[src/rtl/spi_frame_seq.sv]
// spi_frame_seq -- upstream frame sequencer for the `spi` master core.
//
// Takes host words, each tagged with an end-of-frame flag. They wait in a TX
// FIFO. The sequencer sends them to the core one at a time over the
// transfer/ready handshake, and the word sent is the TX FIFO head at the
// moment of issue. Chip select is framed with programmable setup, hold and
// idle gaps. Each received word and its end-of-frame flag go into an RX FIFO
// (show-ahead) that the host reads.
//
// Ports:
//   clk                in   system clock, rising edge
//   rst                in   asynchronous reset, active low
//   tx_data/tx_last    in   host word and its end-of-frame flag
//   tx_valid           in   host write request
//   tx_ready           out  TX FIFO not full
//   rx_data/rx_last    out  RX FIFO head word and its end-of-frame flag
//   rx_valid           out  RX FIFO not empty
//   rx_ready           in   host read acknowledge
//   spi_transmit_data  out  word presented to the core
//   spi_transfer       out  one-cycle start pulse to the core
//   spi_ready          in   core idle / word finished
//   spi_received_data  in   word received by the core
//   cs_n               out  active-low chip select
//   busy               out  sequencer not idle
module spi_frame_seq #(
    parameter int DL       = 8,
    parameter int DEPTH    = 16,
    parameter int CS_SETUP = 4,
    parameter int CS_HOLD  = 4,
    parameter int CS_IDLE  = 4
) (
    input  logic          clk,
    input  logic          rst,
    input  logic [DL-1:0] tx_data,
    input  logic          tx_last,
    input  logic          tx_valid,
    output logic          tx_ready,
    output logic [DL-1:0] rx_data,
    output logic          rx_last,
    output logic          rx_valid,
    input  logic          rx_ready,
    output logic [DL-1:0] spi_transmit_data,
    output logic          spi_transfer,
    input  logic          spi_ready,
    input  logic [DL-1:0] spi_received_data,
    output logic          cs_n,
    output logic          busy
);

    localparam int AW     = $clog2(DEPTH);
    localparam int CW     = AW + 1;
    localparam int GMAX_A = (CS_SETUP > CS_HOLD) ? CS_SETUP : CS_HOLD;
    localparam int GMAX   = (GMAX_A > CS_IDLE) ? GMAX_A : CS_IDLE;
    localparam int GW     = $clog2(GMAX + 1);

    typedef enum logic [2:0] {
        S_IDLE,
        S_SETUP,
        S_ISSUE,
        S_WAIT_BUSY,
        S_WAIT_DONE,
        S_HOLD,
        S_GAP
    } state_t;

    // ---------------- TX FIFO ----------------
    logic [DL:0]   r_tx_mem [DEPTH];
    logic [AW-1:0] r_tx_wp;
    logic [AW-1:0] r_tx_rp;
    logic [CW-1:0] r_tx_cnt;
    logic          w_tx_push;
    logic          w_tx_pop;
    logic          w_tx_empty;
    logic [DL:0]   w_tx_head;

    assign tx_ready   = (r_tx_cnt != CW'(DEPTH));
    assign w_tx_push  = tx_valid & tx_ready;
    assign w_tx_empty = (r_tx_cnt == '0);
    assign w_tx_head  = r_tx_mem[r_tx_rp];

    always_ff @(posedge clk) begin
        if (w_tx_push) begin
            r_tx_mem[r_tx_wp] <= {tx_last, tx_data};
        end
    end

    always_ff @(posedge clk or negedge rst) begin
        if (!rst) begin
            r_tx_wp  <= '0;
            r_tx_rp  <= '0;
            r_tx_cnt <= '0;
        end else begin
            if (w_tx_push) r_tx_wp <= r_tx_wp + AW'(1);
            if (w_tx_pop)  r_tx_rp <= r_tx_rp + AW'(1);
            case ({w_tx_push, w_tx_pop})
                2'b10:   r_tx_cnt <= r_tx_cnt + CW'(1);
                2'b01:   r_tx_cnt <= r_tx_cnt - CW'(1);
                default: r_tx_cnt <= r_tx_cnt;
            endcase
        end
    end

    // ---------------- RX FIFO (show-ahead) ----------------
    logic [DL:0]   r_rx_mem [DEPTH];
    logic [AW-1:0] r_rx_wp;
    logic [AW-1:0] r_rx_rp;
    logic [CW-1:0] r_rx_cnt;
    logic          w_rx_push;
    logic          w_rx_pop;
    logic          w_rx_full;
    logic [DL:0]   w_rx_head;
    logic          r_last;

    assign rx_valid  = (r_rx_cnt != '0);
    assign w_rx_full = (r_rx_cnt == CW'(DEPTH));
    assign w_rx_pop  = rx_valid & rx_ready;
    assign w_rx_head = r_rx_mem[r_rx_rp];
    // The memory is not reset, so the head is masked to zero while the FIFO is empty.
    assign rx_data   = rx_valid ? w_rx_head[DL-1:0] : '0;
    assign rx_last   = rx_valid & w_rx_head[DL];

    always_ff @(posedge clk) begin
        if (w_rx_push) begin
            r_rx_mem[r_rx_wp] <= {r_last, spi_received_data};
        end
    end

    always_ff @(posedge clk or negedge rst) begin
        if (!rst) begin
            r_rx_wp  <= '0;
            r_rx_rp  <= '0;
            r_rx_cnt <= '0;
        end else begin
            if (w_rx_push) r_rx_wp <= r_rx_wp + AW'(1);
            if (w_rx_pop)  r_rx_rp <= r_rx_rp + AW'(1);
            case ({w_rx_push, w_rx_pop})
                2'b10:   r_rx_cnt <= r_rx_cnt + CW'(1);
                2'b01:   r_rx_cnt <= r_rx_cnt - CW'(1);
                default: r_rx_cnt <= r_rx_cnt;
            endcase
        end
    end

    // ---------------- Frame FSM ----------------
    state_t        r_state;
    state_t        w_state_nxt;
    logic [GW-1:0] r_cnt;
    logic [GW-1:0] w_cnt_nxt;
    logic          r_cs_n;
    logic          r_transfer;
    logic [DL-1:0] r_tx_word;

    always_comb begin
        w_state_nxt = r_state;
        w_cnt_nxt   = r_cnt;
        w_tx_pop    = 1'b0;
        w_rx_push   = 1'b0;
        case (r_state)
            S_IDLE: begin
                if (!w_tx_empty) begin
                    w_state_nxt = S_SETUP;
                    w_cnt_nxt   = GW'(CS_SETUP);
                end
            end
            S_SETUP: begin
                if (r_cnt <= GW'(1)) w_state_nxt = S_ISSUE;
                else                 w_cnt_nxt   = r_cnt - GW'(1);
            end
            S_ISSUE: begin
                // RX room is reserved here, so the push in WAIT_DONE can never overflow.
                if (!w_tx_empty && !w_rx_full && spi_ready) begin
                    w_tx_pop    = 1'b1;
                    w_state_nxt = S_WAIT_BUSY;
                end
            end
            S_WAIT_BUSY: begin
                if (!spi_ready) w_state_nxt = S_WAIT_DONE;
            end
            S_WAIT_DONE: begin
                if (spi_ready) begin
                    w_rx_push = 1'b1;
                    if (r_last) begin
                        w_state_nxt = S_HOLD;
                        w_cnt_nxt   = GW'(CS_HOLD);
                    end else begin
                        w_state_nxt = S_ISSUE;
                    end
                end
            end
            S_HOLD: begin
                if (r_cnt <= GW'(1)) begin
                    w_state_nxt = S_GAP;
                    w_cnt_nxt   = GW'(CS_IDLE);
                end else begin
                    w_cnt_nxt = r_cnt - GW'(1);
                end
            end
            S_GAP: begin
                if (r_cnt <= GW'(1)) w_state_nxt = S_IDLE;
                else                 w_cnt_nxt   = r_cnt - GW'(1);
            end
            default: w_state_nxt = S_IDLE;
        endcase
    end

    always_ff @(posedge clk or negedge rst) begin
        if (!rst) begin
            r_state    <= S_IDLE;
            r_cnt      <= '0;
            r_cs_n     <= 1'b1;
            r_transfer <= 1'b0;
            r_tx_word  <= '0;
            r_last     <= 1'b0;
        end else begin
            r_state    <= w_state_nxt;
            r_cnt      <= w_cnt_nxt;
            // Chip select is registered from the next state, so it changes cleanly on the transition.
            r_cs_n     <= (w_state_nxt == S_IDLE) || (w_state_nxt == S_GAP);
            r_transfer <= w_tx_pop;
            if (w_tx_pop) begin
                r_tx_word <= w_tx_head[DL-1:0];
                r_last    <= w_tx_head[DL];
            end
        end
    end

    assign spi_transmit_data = r_tx_word;
    assign spi_transfer      = r_transfer;
    assign cs_n              = r_cs_n;
    assign busy              = (r_state != S_IDLE);

endmodule

[config.mk]
export PLATFORM = sky130hd
export DESIGN_NAME = spi_frame_seq
export DESIGN_NICKNAME = d
export VERILOG_FILES = /design/src/rtl/spi_frame_seq.sv
export SDC_FILE = /design/constraint.sdc
export NUM_CORES = 1
export LEC_CHECK = 0
export ABC_AREA = 1
export BUFFER_PORTS_ARGS = -buffer_cell sky130_fd_sc_hd__buf_2
export CORE_ASPECT_RATIO = 0.75
export CORE_UTILIZATION = 25
export DETAILED_ROUTE_END_ITERATION = 10
export PLACE_DENSITY_LB_ADDON = 0.3
export REMOVE_ABC_BUFFERS = 1
export SETUP_SLACK_MARGIN = 0.2
export SLEW_MARGIN = 20
export SYNTH_ARGS = -nofsm -noshare
export SYNTH_HDL_FRONTEND = slang
export SYNTH_SLANG_ARGS = --single-unit
[constraint.sdc]
create_clock -name clk -period 3.78 [get_ports clk]
set_clock_uncertainty 0.05 [all_clocks]
set_input_delay 0.756 -clock clk [delete_from_list [all_inputs] [get_ports clk]]
set_output_delay 0.756 -clock clk [all_outputs]
set_load 0.005 [all_outputs]
==> results.toml, run 1 <==
[status]
status = "complete, no violations"

[worst_setup_path]
r2r_end = "r_rx_cnt[4]"
reg2reg_depth = 14
critical_path.top_delay_family = "flip-flops"
critPathMaxStageDelay_ps = 630
r2r_start = "r_rx_cnt[0]"
critPathLaunchType = "register"
cp_common_cell = "nand2_1"
cpMaxStageDelayCell = "dfrtp_2"
cp_max_fo = 52
crit_required_ps = 2970
cp-end-kind = "primary output"
regToRegSetupSlack_ps = 1170
timing.critical_path.cells = "inv_2, buf_12, nand2_1, nand3_1, nand3_1, nand2_1, nand2_1, a21oi_1, buf_2"
cp_num_buf_inv = 3
critPathKind = "reg -> out"
arrival_ps = 2470

[power]
ir_drop_mv = 0.3169
p_int_mw = 8.057
pwr-share-clk = 0.300
switching_share = 0.3685
power.share.sequential = 0.372
p_per_area_nw_per_um2 = 746.8
power.leakage_nw = 7.000
p_switching_mw = 4.701
combPwrFrac = 0.328

[clocking]
cts-root-buf = "clkbuf_16"
clk_latency_ps = 550
cts_buffers = 38
post_cts_resized = 0
hold_buffers = 0
cts_buffer_depth = 3
cts_max_level = 2
cts.reportedPaths.clkPinSlew_ps = 60
cts.sinks = 331
cts_setup_buffers = 0
cts_tree = "done"

[sta]
hold_viol = 0
setup-violations-final = 0
worst_pin_slew_ps = 1085
period_needed_ps = 3275
fmax_ghz = 0.3054
slew_headroom = 0.2737
tns_ps = 0
fin_crit_sh = 0.8664
rsz0062_at_grt = "false"
finalMaxSlewViolations = 0

[detailed_routing]
wl_um = 35470
final_antenna_net_count = 0
firstDrtPassIters = 5
num_vias = 9642
wire_per_inst_um = 15.60
via_per_inst = 4.242
drt_iter0_markers = 759
drc = 0

[placement]
place_inst = 2203
gp_congestion = 0.7678
portBuffers = 43
dpl.hpwl_um = 21340
post_dp_cell_area_um2 = 15790

[global_route]
grt.total_usage = 0.1220
grt_pass1_wl_um = 55180
gr-total-overflow = 0
grt_max_degree = 75
antenna_found_initial = 0
grt_pass1_vias = 9434

[floorplanning]
die-area_um2 = 59560
ios = 44
dieHeight_um = 211.6
core_area_um2 = 57630
start_util = 0.2541
rows = 76
die_x_um = 281.5

[final_layout]
syn2layout_area_growth_pct = 16.67
final_cells = 2273
final_cell_mix = "nand2_1 (465), edfxtp_1 (288), nand3_1 (232)"
drive_above_1_share = 0.1212
final_common_cell = "nand2_1"
diodes = 0
fin_area_um2 = 17090
nNetsFinal = 1506

[synthesis]
avgSynthCellArea_um2 = 10.46
synth_area_um2 = 14640
synth_seq_cells = 331
synthArstFlopShare = 0.1299
ys_seq_area_frac = 0.6641
yosysWarnings = 0
synthFlopType = "edfxtp_1"
synth_cells = 1400
synth.distinct_cells = 34
synth-edff-count = 288

[hold_path]
hold_path_class = "in -> async"

[job]
drv_cap = 0
-- power groups by stage --
stage | registers (mW) | logic (mW) | clock network (mW)
after floorplan | 4.95 | 2.54 | 0
after global placement | 4.82 | 4.17 | 0
after detailed placement | 4.82 | 4.23 | 0
after CTS | 4.75 | 4.25 | 3.92
after global routing | 4.80 | 4.79 | 4.06
final | 4.75 | 4.19 | 3.82
-- per-layer routing --
metal,up-vias,share of wire,track usage
li1,4763,-,-
met1,4605,0.50,0.1768
met2,218,0.43,0.1804
met3,56,0.052,0.02472
met4,0,0.023,0.04048
met5,-,0,0
-- registers in the layout (all words and copies together) (netlist names) --
name and count:
cs_n 1, r_cnt 3, r_last 1, r_rx_cnt 5, r_rx_mem 144, r_rx_rp 4, r_rx_wp 4, r_state 3
r_tx_cnt 5, r_tx_mem 144, r_tx_rp 4, r_tx_wp 4, spi_transfer 1, spi_transmit_data 8
-- final cells by class --
| class | count | area [um2] |
|---|---|---|
| multi-input cells | 849 | 3950 |
| well taps | 780 | 975.9 |
| flip-flops and latches | 331 | 9728 |
| clock buffers | 56 | 1101 |
| fillers | 5981 | 40540 |
| repair buffers | 82 | 533.0 |
| inverters | 161 | 604.3 |
| clock inverters | 14 | 192.7 |
-- cells by family after synthesis --
| kind of cell | Yosys count | share of synthesized area |
|---|---|---|
| fa+ha+maj | 21 | 0.01846 |
| buf+inv | 220 | 0.06613 |
| simple gates | 775 | 0.2267 |
| compound gates | 32 | 0.01205 |
| flops | 331 | 0.6641 |
| xor+xnor | 21 | 0.01256 |
-- worst max path at each step --
stage,from,to,slack [ps],cells past startpoint
floorplan,r_rx_rp[0],rx_data[0],320,7
global placement,spi_ready,r_tx_cnt[4],990,15
detailed placement,spi_ready,r_tx_cnt[4],950,15
CTS,r_rx_rp[0],rx_data[5],430,8
global route,r_rx_rp[0],rx_data[5],310,9
finish,r_rx_rp[0],rx_data[3],510,9
-- cell usage after synthesis, types with 8 or more instances --
| master | count | share of area |
|---|---|---|
| nand2_2 | 10 | 0.0043 |
| inv_2 | 16 | 0.0041 |
| buf_6 | 8 | 0.0062 |
| o21ai_0 | 8 | 0.0027 |
| nor3_1 | 17 | 0.0058 |
| a21oi_1 | 13 | 0.0044 |
| edfxtp_1 | 288 | 0.59 |
| xor2_1 | 17 | 0.010 |
| ha_1 | 20 | 0.017 |
| nor2_1 | 36 | 0.0092 |
| dfrtp_1 | 42 | 0.072 |
| nand3_1 | 232 | 0.079 |
| inv_1 | 141 | 0.036 |
| buf_4 | 12 | 0.0062 |
| buf_2 | 30 | 0.010 |
| nand2_1 | 465 | 0.12 |
-- metrics by stage --
step	total power, mW	hold slack [ps]	utilization	setup WS (ps)
after floorplan	7.497	410.4	-	321.5
after global placement	8.987	410.9	0.2740	989.1
after detailed placement	9.053	411.8	0.2740	949.0
after CTS	12.92	137.4	0.2965	434.0
after global routing	13.65	143.5	0.2965	314.8
final	12.76	141.6	0.2965	505.2
Note: power is estimated with default switching activity, not from simulation.
==> inputs of run 2 (changes only) <==
- CELL_PAD_IN_SITES_DETAIL_PLACEMENT: not set -> 0
- CELL_PAD_IN_SITES_GLOBAL_PLACEMENT: not set -> 1
==> results.toml, run 2 (synthesized netlist as in run 1, its figures left out) <==
[status]
status = "complete, no violations"

[clocking]
cts_setup_buffers = 0
cts_max_level = 2
cts.sinks = 331
cts-root-buf = "clkbuf_16"
hold_buffers = 0
cts_buffers = 37
cts_buffer_depth = 3
post_cts_resized = 0
cts_tree = "done"
clk_latency_ps = 550
cts.reportedPaths.clkPinSlew_ps = 60

[sta]
fmax_ghz = 0.3103
setup-violations-final = 0
hold_viol = 0
tns_ps = 0
rsz0062_at_grt = "false"
finalMaxSlewViolations = 0
slew_headroom = 0.3330
worst_pin_slew_ps = 995.0
fin_crit_sh = 0.8525
period_needed_ps = 3222

[floorplanning]
start_util = 0.2541
dieHeight_um = 211.6
core_area_um2 = 57630
die_x_um = 281.5
die-area_um2 = 59560
rows = 76
ios = 44

[detailed_routing]
drt_iter0_markers = 570
wire_per_inst_um = 15.48
final_antenna_net_count = 0
drc = 0
wl_um = 35170
via_per_inst = 4.160
num_vias = 9452
firstDrtPassIters = 5

[final_layout]
final_cell_mix = "nand2_1 (465), edfxtp_1 (288), nand3_1 (232)"
fin_area_um2 = 17020
nNetsFinal = 1506
fillCellCount = 6003
syn2layout_area_growth_pct = 16.20
drive_above_1_share = 0.1193
diodes = 0
final_core_util = 0.2953
final_common_cell = "nand2_1"

[global_route]
grt_max_degree = 75
grt.total_usage = 0.1223
gr-total-overflow = 0
antenna_found_initial = 0
grt_pass1_wl_um = 55560
grt_pass1_vias = 9505

[power]
combPwrFrac = 0.336
switching_share = 0.3709
power.leakage_nw = 6.965
p_int_mw = 7.868
fin_total_pwr_mw = 12.51
ir_drop_mv = 0.4109
p_per_area_nw_per_um2 = 735.0
pwr-share-clk = 0.288
power.share.sequential = 0.376
p_switching_mw = 4.639

[worst_setup_path]
reg2reg_depth = 14
cp_max_fo = 74
critPathKind = "reg -> out"
regToRegSetupSlack_ps = 1110
critPathLaunchType = "register"
r2r_end = "r_rx_cnt[4]"
cp-end-kind = "primary output"
r2r_start = "r_rx_cnt[0]"
startpoint = "r_rx_rp[0]"
crit_required_ps = 2970
endpoint = "rx_last"
arrival_ps = 2420

[placement]
post_dp_cell_area_um2 = 15800
gp_congestion = 0.7461
portBuffers = 43
dpl.hpwl_um = 21480

[hold_path]
hold_path_class = "in -> async"

[job]
drv_cap = 0
-- run 2: critical path, cell delays in order, from the launching register on --
cell and delay, ps:
dfrtp_2 360, buf_4 630, nand2_1 100, nand3_1 120, nand3_1 110, nand2_1 100
nand2_1 60, a21oi_1 200, buf_2 150
-- run 2: how the worst min path moves through the flow --
stage / cells after the start / end / slack [ps] / startpoint
after global placement: 2 / spi_transmit_data[3] / 420 / spi_transmit_data[3]
after CTS: 1 / r_tx_wp[3] / 350 / rst
after detailed placement: 2 / spi_transmit_data[3] / 410 / spi_transmit_data[3]
after global routing: 1 / r_tx_wp[3] / 170 / rst
after floorplan: 0 / r_cnt[0] / 410 / rst
final: 1 / r_tx_wp[3] / 150 / rst
-- run 2: per-stage QoR --
stage / worst slack (ps) / std cells / hold WS [ps]
finish: 557.7 / 2272 / 151.2
global route: 249.3 / 2272 / 169.8
CTS: 458.9 / 2272 / 348.3
detailed placement: 997.5 / 2204 / 410.5
global placement: 1028 / 2204 / 421.5
floorplan: 321.5 / 1341 / 410.4
-- run 2: power by group through the flow --
| stage | sequential [mW] | combinational [mW] | clock [mW] |
|---|---|---|---|
| finish | 4.71 | 4.20 | 3.60 |
| global route | 4.76 | 4.83 | 3.87 |
| CTS | 4.71 | 4.30 | 3.73 |
| detailed placement | 4.79 | 4.28 | 0 |
| global placement | 4.78 | 4.26 | 0 |
| floorplan | 4.95 | 2.54 | 0 |
-- run 2: area by class of cell --
class | count | area [um2] | share of cell area
Sequential cell | 331 | 9728 | 0.5717
Multi-Input combinational cell | 849 | 3955 | 0.2324
Clock buffer | 51 | 1030 | 0.06051
Tap cell | 780 | 975.9 | 0.05735
Inverter | 161 | 604.3 | 0.03551
Timing Repair Buffer | 83 | 543.0 | 0.03191
Clock inverter | 17 | 180.2 | 0.01059
-- run 2: per-layer routing --
metal / vias to the layer above / global-route usage / part of all wire
met5: - / 0 / 0
met4: 0 / 0.03448 / 0.017
met3: 44 / 0.02229 / 0.036
met2: 131 / 0.1851 / 0.43
met1: 4514 / 0.1773 / 0.52
li1: 4763 / - / -
